File: config.mk
export PLATFORM = sky130hd
export DESIGN_NAME = mc_ctrl_fsm
export DESIGN_NICKNAME = d
export VERILOG_FILES = /design/src/rtl/mc_ctrl_fsm.sv
export SDC_FILE = /design/constraint.sdc
export NUM_CORES = 1
export LEC_CHECK = 0
export ABC_AREA = 1
export CAP_MARGIN = 20
export CORE_ASPECT_RATIO = 0.7
export CORE_MARGIN = 3
export CORE_UTILIZATION = 52
export CTS_CLUSTER_DIAMETER = 30
export DETAILED_ROUTE_END_ITERATION = 10
export PLACE_DENSITY = 0.95
export SKIP_CTS_REPAIR_TIMING = 1
export SYNTH_ARGS = -nofsm -noshare
export SYNTH_HDL_FRONTEND = slang
export SYNTH_SLANG_ARGS = --single-unit
File: constraint.sdc
create_clock -name clk -period 3.7 [get_ports clk]
set_input_delay 0.74 -clock clk [delete_from_list [all_inputs] [get_ports clk]]
set_output_delay 0.74 -clock clk [all_outputs]
set_load 0.02 [all_outputs]
File: src/rtl/mc_ctrl_fsm.sv
// mc_ctrl_fsm: multi-cycle MIPS control FSM (FETCH/DECODE/EXEC/MEM/WB) driving datapath selects and strobes.
// Define MC_CTRL_MEM_WAIT_EN to add the mem_ready port and stretch FETCH/MEM until memory is ready.
module mc_ctrl_fsm #(
    parameter logic [2:0] RESET_STATE = 3'd0
) (
    input  logic        clk,
    input  logic        rst,
    input  logic        ena,
    input  logic [31:0] instr,
    input  logic        zero,
`ifdef MC_CTRL_MEM_WAIT_EN
    input  logic        mem_ready,
`endif
    output logic [2:0]  pc_choice,
    output logic        pc_we,
    output logic        ir_we,
    output logic        rf_we,
    output logic [2:0]  rf_wsel,
    output logic [2:0]  rf_dst,
    output logic        dm_re,
    output logic        dm_we,
    output logic [2:0]  state,
    output logic [31:0] retired,
    output logic        illegal
);
    typedef enum logic [2:0] {
        FETCH  = 3'd0,
        DECODE = 3'd1,
        EXEC   = 3'd2,
        MEM    = 3'd3,
        WB     = 3'd4
    } state_t;

    state_t      cur, nxt;
    logic [31:0] ir;
    logic [5:0]  op, fn;
    logic        is_op0, is_jr, is_ialu, is_lw, is_sw, is_beq, is_bne, is_j, is_jal, is_ill;
    logic        taken, rdy, go, set_ill, unused_ir;

`ifdef MC_CTRL_MEM_WAIT_EN
    assign rdy = mem_ready;
`else
    assign rdy = 1'b1;
`endif

    assign go        = ena && !rst;
    assign op        = ir[31:26];
    assign fn        = ir[5:0];
    assign unused_ir = ^ir[25:6];
    assign is_op0    = op == 6'h00;
    assign is_jr     = is_op0 && fn == 6'h08;
    assign is_ialu   = op[5:3] == 3'b001;
    assign is_lw     = op == 6'h23;
    assign is_sw     = op == 6'h2B;
    assign is_beq    = op == 6'h04;
    assign is_bne    = op == 6'h05;
    assign is_j      = op == 6'h02;
    assign is_jal    = op == 6'h03;
    assign is_ill    = !(is_op0 || is_ialu || is_lw || is_sw || is_beq || is_bne || is_j || is_jal);
    assign taken     = (is_beq && zero) || (is_bne && !zero);
    assign state     = cur;

    always_comb begin
        nxt       = cur;
        pc_choice = 3'd1;
        rf_wsel   = 3'd1;
        rf_dst    = 3'd1;
        pc_we     = 1'b0;
        ir_we     = 1'b0;
        rf_we     = 1'b0;
        dm_re     = 1'b0;
        dm_we     = 1'b0;
        set_ill   = 1'b0;
        case (cur)
            FETCH: begin
                ir_we = rdy;
                nxt   = rdy ? DECODE : FETCH;
            end
            DECODE: begin
                pc_we     = is_j || is_jr || is_ill;
                pc_choice = is_j ? 3'd3 : is_jr ? 3'd4 : 3'd1;
                set_ill   = is_ill;
                nxt       = pc_we ? FETCH : is_jal ? WB : EXEC;
            end
            EXEC: begin
                pc_we     = is_beq || is_bne;
                pc_choice = taken ? 3'd2 : 3'd1;
                nxt       = pc_we ? FETCH : (is_lw || is_sw) ? MEM : WB;
            end
            MEM: begin
                dm_re = is_lw;
                dm_we = is_sw;
                pc_we = is_sw && rdy;
                nxt   = !rdy ? MEM : is_sw ? FETCH : WB;
            end
            WB: begin
                rf_we     = 1'b1;
                pc_we     = 1'b1;
                rf_wsel   = is_lw ? 3'd2 : is_jal ? 3'd3 : 3'd1;
                rf_dst    = is_jal ? 3'd3 : (is_ialu || is_lw) ? 3'd2 : 3'd1;
                pc_choice = is_jal ? 3'd3 : 3'd1;
                nxt       = FETCH;
            end
            default: nxt = FETCH;
        endcase
        // a frozen or resetting machine must never complete a partial write
        if (!go) begin
            pc_we   = 1'b0;
            ir_we   = 1'b0;
            rf_we   = 1'b0;
            dm_re   = 1'b0;
            dm_we   = 1'b0;
            set_ill = 1'b0;
        end
        if (rst) begin
            pc_choice = 3'd1;
            rf_wsel   = 3'd1;
            rf_dst    = 3'd1;
        end
    end

    always_ff @(posedge clk) begin
        if (rst) begin
            cur     <= state_t'(RESET_STATE);
            ir      <= 32'd0;
            retired <= 32'd0;
            illegal <= 1'b0;
        end else begin
            if (ena)     cur     <= nxt;
            if (ir_we)   ir      <= instr;
            if (pc_we)   retired <= retired + 32'd1;
            if (set_ill) illegal <= 1'b1;
        end
    end
endmodule
==> results of run 1 <==
[synth_stat cells, drive strengths merged]
cell / number
buf: 13
ha: 1
nor2: 64
a31oi: 1
o31ai: 6
dfxtp: 48
clkinv: 1
inv: 30
conb: 1
nand4: 6
nor3b: 1
or2: 2
clkbuf: 6
xor2: 15
nor4: 1
nand3: 44
a21oi: 34
o2111ai: 1
o21a: 1
xnor2: 3
o22ai: 1
nand2: 156
nand3b: 13
o21ai: 11
o221ai: 1
nor3: 11
[per-layer routing]
layer	vias to the layer above	global-route usage, %	share of wire (%)
met5	-	0	0
met4	0	3.69	0.73
met3	11	5.99	9.1
met2	158	38.5	42
met1	1590	39.0	49
li1	1644	-	-
[area by class of cell]
type	count	area [um2]
sequential	48	961
multi-input combinational	375	1810
clock buffer	5	68.8
timing repair buffer	68	668
clock inverter	3	68.8
fill	470	1630
tap	72	90.1
inverter	31	118
[report_power, final]
part	internal [mW]	switching, mW	total (mW)
clock	0.272	0.188	0.460
combinational	0.0577	0.107	0.164
sequential	0.531	0.0147	0.546
total	0.861	0.309	1.17
[worst paths after layout]
check,to,cells after the start,from
worst max register to register,retired[16]$_SDFFE_PP0P_,8,retired[0]$_SDFFE_PP0P_
worst max-delay path,dm_re,6,ena
worst min-delay path,illegal$_SDFFE_PP0P_,2,illegal$_SDFFE_PP0P_
worst min register to register,illegal$_SDFFE_PP0P_,2,illegal$_SDFFE_PP0P_
[registers in the layout, summed over array words and instances, names as in the netlist]
signal	count
retired	32
illegal	1
state	3
ir	12
[critical path, stage by stage]
cell	delay [ns]
clkdlybuf4s50_1	0.55
inv_1	0.10
nor2_2	0.18
inv_1	0.14
nor3_1	0.29
clkdlybuf4s50_1	0.69
[kinds of logic after synthesis]
kind of cell               Yosys count  share of synthesized area [%]
adders and majority gates            1                          0.413
other                                1                          0.124
xor gates and xnor gates            18                           5.20
and+or+nand+nor                    298                           43.7
AOI/OAI and AO/OA                   56                           10.3
DFF                                 48                           31.7
buffers and inverters               50                           8.55
==> summary.md, run 1 <==
| Metric | Value |
|---|---|
| Type of the worst min-delay path | `reg -> reg` |
| DP HPWL | `6530 um` |
| Number of synthesized register bits | `48` |
| Die area | `between 0.006 and 0.007 mm2` |
| GRT Util Overall | `~26%` |
| Library cells used by synthesis | `37` |
| Total power | `1.17 mW` |
| Inserted Clock Buffers | `5` |
| Chip width | `97.2 um` |
| Fmax | `0.291 GHz` |
| Slew Viols, Final | `0` |
| Mapped Area | `0.00303 mm2` |
| VDD IR max | `0.000203 V` |
| Hold Vio Cnt, Final | `0` |
| Leakage | `roughly 1.4 nW` |
| Final net count | `566` |
| DRC | `0` |
| Slew @ Worst Pin | `0.733 ns` |
| PortBufs | `63` |
| Worst Path Max Fanout | `5` |
| Total grt overflow | `0` |
| Min Hold Slack | `0.472 ns` |
| Final setup fails | `0` |
| Area leader, netlist | `dfxtp_1` |
| Most common cell after layout, fill and taps aside | `nand2_1` |
| Wire per inst | `14.7 um` |
| Antenna viol nets, final | `0` |
| Worst-Skew Late Latency | `0.31 ns` |
| Non-filler cells, final | `602` |
| Worst setup margin | `0.262 ns` |
| RSZ-0062 raised after global routing | `false` |
| Commonest non-fill, non-tap cells in the layout | `nand2_1 (151), clkdlybuf4s50_1 (63), nor2_1 (58)` |
| Top-Level Pins | `86` |
| Clk sink count | `48` |
| H-tree Lvls | `2` |
| Root buffer cell | `clkbuf_8` |
| WP data arrival | `2.70 ns` |
| Number of diodes | `0` |
| Setup Slack @ Placement | `0.348 ns` |
| Placed instance count | `594` |
| Vias per std cell | `5.65` |
| Outcome | `completed` |
| Vias in the first global route | `3044` |
| Max-slew headroom | `between 50% and 60%` |
| Synth-to-layout area growth | `25.0%` |
| Antenna violations before repair | `0` |
| Yosys warns | `0` |
| Final period util | `92.9%` |
| Core area | `0.00542 mm2` |
| RD Place Congestion | `just under 1` |
| Minimum clock period | `3.44 ns` |
| Final core utilization | `69.9%` |
| CTS Buffer Depth | `2` |
| Post-synthesis instance total | `472` |
| Initial DRC Count | `316` |
| Rows | `22` |
| CTS tree | `yes` |
| Clock Skews | `0.00760 ns` |
| Largest net degree at the start of global routing | `34` |
| Placed cell areas | `0.00365 mm2` |
| Top cells by area, synth | `dfxtp_1 (32%), nand2_1 (19%), nor2_1 (7.2%), nand3_1 (6.8%), a21oi_1 (5.6%)` |
| Post-synthesis sequential area ratio | `a little under a third` |
| Reg2Reg Setup Slack | `1.36 ns` |
| Drt pass-1 iters | `5` |
| Endpoint class of the critical path | `primary output` |
| Critical Path RT | `2.96 ns` |
| Starting Density | `between 50% and 60%` |
| Layout cells sized above 1 | `6.23%` |
| Cell area power density | `309 mW/mm2` |
| Crit Path Category | `in -> out` |
| First-pass GRT wire length | `14700 um` |
| DR vias | `3403` |
| Yosys top cell area share | `31.7%` |
| Design area | `0.00379 mm2` |
| Worst-path clk slew | `approximately 0.10 ns` |
| Max-Cap Viols | `0` |
| Setup TNS | `0 ns` |
| Worst setup SP type | `input pin` |
| Drt total wl | `8850 um` |
| Die Y-Extent | `69.9 um` |
| Syn avg cell area | `6.42 um2` |
No activity file was read; power rests on OpenSTA's default activity.
==> inputs of run 2 (changes only) <==
Settings changed: CORE_MARGIN 3 to 1.
==> run 2 against run 1 <==
Against the previous run:
- flip-flop and latch count unchanged
- register-to-register slack improved by 0.16 ns
- via count down 0.50%
- highest routed layer unchanged
- critical path type is now reg -> out
- sequential power hardly changed
==> summary.md, run 2 (same netlist as run 1, synthesis figures left out) <==
| Metric | Value |
|---|---|
| Max-Cap Viols | `0 (unchanged)` |
| DR vias | `3386 (was 3403)` |
| Wire per inst | `14.6 um (was 14.7 um)` |
| Worst setup SP type | `flop (was input pin)` |
| Leakage | `1.35 nW (about the same)` |
| CP max stage cell | `clkdlybuf4s50_1 (unchanged)` |
| Largest net degree at the start of global routing | `34 (unchanged)` |
| Met2 WL | `3650 um (was 3670 um)` |
| Minimum clock period | `3.34 ns (was 3.44 ns)` |
| Top delay family on crit path | `buffers and inverters (unchanged)` |
| Max-slew headroom | `50.2% (was 50.8%)` |
| Number of diodes | `0 (unchanged)` |
| Crit Path Category | `reg -> out (was in -> out)` |
| Metal3 WL | `838 um (was 806 um)` |
| Top cell by count, worst path | `inv_1` |
| Starting Density | `55.9% (unchanged)` |
| First-pass GRT wire length | `14200 um (was 14700 um)` |
| Layout cells sized above 1 | `6.40% (was 6.23%)` |
| Routed met1 length | `4230 um (was 4300 um)` |
| Chip width | `93.2 um (was 97.2 um)` |
| Critical Path RT | `2.96 ns (about the same)` |
| Slew Viols, Final | `0 (unchanged)` |
| GRT Util Overall | `29.9% (was 25.9%)` |
| Hold path start | `illegal$_SDFFE_PP0P_ (unchanged)` |
| FF-to-FF Start | `retired[0]$_SDFFE_PP0P_ (unchanged)` |
| Outcome | `completed (unchanged)` |
| RD Place Congestion | `0.999 (was 0.986)` |
| Final core utilization | `69.7% (was 69.9%)` |
| Min Hold Slack | `0.466 ns (was 0.472 ns)` |
| Placed cell areas | `0.00366 mm2 (was 0.00365 mm2)` |
| Die Y-Extent | `65.9 um (was 69.9 um)` |
| VDD IR max | `0.000196 V (was 0.000203 V)` |
| WP data arrival | `2.60 ns (was 2.70 ns)` |
| CP Cell Sequence | `inv_1, nor3_1, inv_1, nor4_1, clkdlybuf4s50_1 (was clkdlybuf4s50_1, inv_1, nor2_2, inv_1, nor3_1, clkdlybuf4s50_1)` |
| Top-Level Pins | `86 (unchanged)` |
| PortBufs | `63 (unchanged)` |
| CTS Buffer Depth | `2 (unchanged)` |
| Rows | `22 (unchanged)` |
| Reg2Reg Setup Slack | `1.52 ns (was 1.36 ns)` |
| H-tree Lvls | `2 (unchanged)` |
| Design area | `0.00378 mm2 (was 0.00379 mm2)` |
| Most common cell after layout, fill and taps aside | `nand2_1 (unchanged)` |
| Worst Path Max Fanout | `7 (was 5)` |
| Final setup fails | `0 (unchanged)` |
| Synth-to-layout area growth | `24.7% (was 25.0%)` |
| Vias per std cell | `5.62 (was 5.65)` |
| Clock Skews | `0.00649 ns (was 0.00760 ns)` |
| Slew @ Worst Pin | `0.741 ns (was 0.733 ns)` |
| CTS tree | `yes (unchanged)` |
| Total grt overflow | `0 (unchanged)` |
| Clk sink count | `48 (unchanged)` |
| RSZ-0062 raised after global routing | `false (unchanged)` |
| DRC | `0 (unchanged)` |
| Top layer used by detailed routing | `met4 (unchanged)` |
| Die area | `0.00614 mm2 (was 0.00679 mm2)` |
| Root buffer cell | `clkbuf_8 (unchanged)` |
| Worst-Skew Late Latency | `0.31 ns (about the same)` |
| Largest register by flop count | `retired (unchanged)` |
| Buffers and inverters on the worst path | `3 (was 4)` |
| Largest register FFs | `32 (unchanged)` |
| DP HPWL | `6420 um (was 6530 um)` |
| Final net count | `567 (was 566)` |
| Antenna viol nets, final | `0 (unchanged)` |
| Fmax | `0.300 GHz (was 0.291 GHz)` |
| Crit-path max cell delay | `0.69 ns (about the same)` |
| Setup TNS | `0 ns (unchanged)` |
| R2R depth | `8 (unchanged)` |
| Hold path depth | `2 (unchanged)` |
| Core area | `0.00542 mm2 (unchanged)` |
| Hold Vio Cnt, Final | `0 (unchanged)` |
| Drt total wl | `8810 um (was 8850 um)` |
| FF-to-FF End | `retired[16]$_SDFFE_PP0P_ (unchanged)` |
| Final period util | `90.2% (was 92.9%)` |
| Initial DRC Count | `435 (was 316)` |
| Antenna violations before repair | `0 (unchanged)` |
| Vias in the first global route | `2883 (was 3044)` |
| Worst-path clk slew | `0.09 ns (was 0.10 ns)` |
| Cell area power density | `297 mW/mm2 (was 309 mW/mm2)` |
| Hold Path Sink | `illegal$_SDFFE_PP0P_ (unchanged)` |
| Worst path depth | `5 (was 6)` |
| Drt pass-1 iters | `5 (unchanged)` |
| Endpoint class of the critical path | `primary output (unchanged)` |
| Type of the worst min-delay path | `reg -> reg (unchanged)` |
| Inserted Clock Buffers | `5 (unchanged)` |
| Commonest non-fill, non-tap cells in the layout | `nand2_1 (151), clkdlybuf4s50_1 (63), nor2_1 (58) (unchanged)` |
[run 2: cell count changes in the layout (fill, tap and decap cells not counted)]
| cell | before | now |
|---|---|---|
| bufinv_16 | 2 | 1 |
| clkbuf_8 | 5 | 6 |
| inv_6 | 1 | 0 |
| clkinv_4 | 0 | 1 |
| buf_4 | 5 | 6 |
[run 2: power by group]
group	switching (mW)	total [mW]	internal, mW
registers	0.0144	0.545	0.531
clock network	0.190	0.412	0.221
logic	0.106	0.165	0.0585
total	0.311	1.12	0.811
[run 2: per-stage QoR]
stage	cells	power, mW	worst slack, ns
after floorplan	473	0.679	1.14
after global placement	595	0.714	0.456
after detailed placement	595	0.719	0.427
after CTS	603	1.12	0.388
after global routing	603	1.17	0.209
final	603	1.12	0.363
[run 2: cell type report]
cell class                 instances  area, um2
timing repair buffer              69        676
fill                             462       1640
clock buffer                       6       82.6
clock inverter                     2       38.8
tap                               72       90.1
inverter                          31        118
sequential                        48        961
multi-input combinational        375       1810
[run 2: worst max-delay path by stage]
stage	startpoint	to	slack, ns
2_1_floorplan	rst	pc_choice[2]	1.14
3_3_place_gp	zero	pc_choice[1]	0.46
3_5_place_dp	ena	dm_re	0.43
4_1_cts	ena	dm_re	0.39
5_1_grt	ena	dm_re	0.21
6_report	state[0]$_SDFFE_PP0P_	pc_choice[2]	0.36
[run 2: worst register-to-register path: stages (launching register included)]
cell and delay, ns:
dfxtp_1 0.50, ha_1 0.32, nand3_2 0.17, nor2_1 0.30
nand3_1 0.24, nor2_1 0.19, xor2_1 0.16, nand3_1 0.09
a21oi_1 0.15
[run 2: metal layers]
| layer | GRT usage [%] | vias to the layer above |
|---|---|---|
| li1 | - | 1643 |
| met1 | 45.0 | 1546 |
| met2 | 44.5 | 183 |
| met3 | 4.48 | 14 |
| met4 | 6.54 | 0 |
| met5 | 0 | - |
==> inputs of run 3 (changes only) <==
Settings changed: CORE_UTILIZATION 52 to 45, CTS_CLUSTER_DIAMETER 30 to not set, PLACE_DENSITY 0.95 to 0.88.
==> run 3 against run 2 <==
Against the previous run:
- flip-flop and latch count unchanged
- sequential share of layout area down 0.12 points
- total power down 1.4%
- combinational power about the same
- design area up 0.46%
- non-clock buffer count unchanged
- critical path type unchanged
- critical endpoint is now pc_we
==> summary.md, run 3 (same netlist as run 1, synthesis figures left out) <==
| Metric | Value |
|---|---|
| Outcome | `completed (unchanged)` |
| Max-Cap Viols | `0 (unchanged)` |
| Fmax | `0.300 GHz (about the same)` |
| RSZ-0062 raised after global routing | `false (unchanged)` |
| Worst setup SP type | `flop (unchanged)` |
| RD Place Congestion | `0.959 (was 0.999)` |
| Root buffer cell | `clkbuf_8 (unchanged)` |
| Slew @ Worst Pin | `0.660 ns (was 0.741 ns)` |
| Inserted Clock Buffers | `5 (unchanged)` |
| Wire per inst | `14.1 um (was 14.6 um)` |
| Final net count | `567 (unchanged)` |
| Largest register FFs | `32 (unchanged)` |
| Top-Level Pins | `86 (unchanged)` |
| Slew Viols, Final | `0 (unchanged)` |
| Setup TNS | `0 ns (unchanged)` |
| Number of diodes | `0 (unchanged)` |
| Design area | `0.00380 mm2 (was 0.00378 mm2)` |
| Drt total wl | `8800 um (was 8810 um)` |
| Clk sink count | `48 (unchanged)` |
| WP data arrival | `2.59 ns (was 2.60 ns)` |
| Endpoint class of the critical path | `primary output (unchanged)` |
| Leakage | `1.34 nW (was 1.35 nW)` |
| Most common cell after layout, fill and taps aside | `nand2_1 (unchanged)` |
| Clock Skews | `0.00859 ns (was 0.00649 ns)` |
| Critical Path RT | `2.96 ns (about the same)` |
| CTS tree | `yes (unchanged)` |
| PortBufs | `63 (unchanged)` |
| Max-slew headroom | `55.6% (was 50.2%)` |
| Drt pass-1 iters | `6 (was 5)` |
| Core area | `0.00637 mm2 (was 0.00542 mm2)` |
| Rows | `24 (was 22)` |
| Antenna viol nets, final | `0 (unchanged)` |
| Largest register by flop count | `retired (unchanged)` |
| Worst-Skew Late Latency | `0.31 ns (about the same)` |
| DR vias | `3333 (was 3386)` |
| Starting Density | `47.6% (was 55.9%)` |
| DRC | `0 (unchanged)` |
| Vias per std cell | `5.36 (was 5.62)` |
| Cell area power density | `291 mW/mm2 (was 297 mW/mm2)` |
| VDD IR max | `0.000163 V (was 0.000196 V)` |
| Total grt overflow | `0 (unchanged)` |
| Synth-to-layout area growth | `25.3% (was 24.7%)` |
| Placed cell areas | `0.00368 mm2 (was 0.00366 mm2)` |
| Commonest non-fill, non-tap cells in the layout | `nand2_1 (151), clkdlybuf4s50_1 (63), nor2_1 (58) (unchanged)` |
| Min Hold Slack | `0.483 ns (was 0.466 ns)` |
| Chip width | `100 um (was 93.2 um)` |
| Largest net degree at the start of global routing | `34 (unchanged)` |
| Die area | `0.00707 mm2 (was 0.00614 mm2)` |
| First-pass GRT wire length | `14300 um (was 14200 um)` |
| Crit Path Category | `reg -> out (unchanged)` |
| Type of the worst min-delay path | `reg -> reg (unchanged)` |
| Antenna violations before repair | `0 (unchanged)` |
| Worst Path Max Fanout | `33 (was 7)` |
| Initial DRC Count | `441 (was 435)` |
| Layout cells sized above 1 | `6.40% (unchanged)` |
| GRT Util Overall | `25.3% (was 29.9%)` |
| Hold Vio Cnt, Final | `0 (unchanged)` |
| Die Y-Extent | `70.7 um (was 65.9 um)` |
| Final period util | `90.1% (was 90.2%)` |
| H-tree Lvls | `2 (unchanged)` |
| Vias in the first global route | `2867 (was 2883)` |
| Final setup fails | `0 (unchanged)` |
| Worst-path clk slew | `0.09 ns (about the same)` |
| Minimum clock period | `3.33 ns (was 3.34 ns)` |
| DP HPWL | `6410 um (was 6420 um)` |
| CTS Buffer Depth | `2 (unchanged)` |
## run 3: cell types whose count changed in the layout (fill, tap and decap cells not counted), sizes merged
cell / previous run / this run
clkbuf: 6 / 5
clkinvlp: 0 / 1
clkinv: 2 / 1
inv: 30 / 31
## run 3: metrics by stage
step                std cells  worst slack [ns]  total power [mW]  utilization [%]
floorplan                 473              1.14             0.679                -
global placement          614             0.459             0.713             57.8
detailed placement        614             0.437             0.719             57.8
CTS                       622             0.388              1.11             59.7
global route              622             0.186              1.15             59.7
finish                    622             0.368              1.11             59.7
## run 3: path summary, 6_finish.rpt
path | from | endpoint | slack (ns) | cells after the start
max | state[0]$_SDFFE_PP0P_ | pc_we | 0.37 | 7
min | ir[3]$_SDFFE_PP0P_ | ir[3]$_SDFFE_PP0P_ | 0.48 | 2
max reg2reg | retired[0]$_SDFFE_PP0P_ | retired[16]$_SDFFE_PP0P_ | 1.39 | 8
min reg2reg | ir[3]$_SDFFE_PP0P_ | ir[3]$_SDFFE_PP0P_ | 0.48 | 2
## run 3: routing by layer
layer	track usage (%)	up-vias	wire (um)
met5	0	-	0
met4	4.99	0	92
met3	5.43	12	785
met2	36.2	169	3670
met1	38.6	1511	4250
li1	-	1641	-
## run 3: worst max-delay path: stages (launching register included)
cell and delay [ns]:
dfxtp_1 0.46, inv_1 0.06, nor3_1 0.52, nand2_2 0.14, nand2_4 0.33, nand2_4 0.08, inv_2 0.10, clkdlybuf4s50_1 0.62
## run 3: cell type report
cell class | count | area [um2]
Fill cell | 628 | 2570
Clock buffer | 5 | 68.8
Sequential cell | 48 | 961
Clock inverter | 3 | 46.3
Timing Repair Buffer | 69 | 676
Multi-Input combinational cell | 375 | 1810
Tap cell | 91 | 114
Inverter | 31 | 118
## run 3: power by group
| group | leakage, nW | switching (mW) | total, mW | internal [mW] |
|---|---|---|---|---|
| registers | 0.389 | 0.0153 | 0.546 | 0.531 |
| clock network | 0.0548 | 0.193 | 0.397 | 0.204 |
| logic | 0.899 | 0.105 | 0.163 | 0.0585 |
| total | 1.34 | 0.313 | 1.11 | 0.793 |
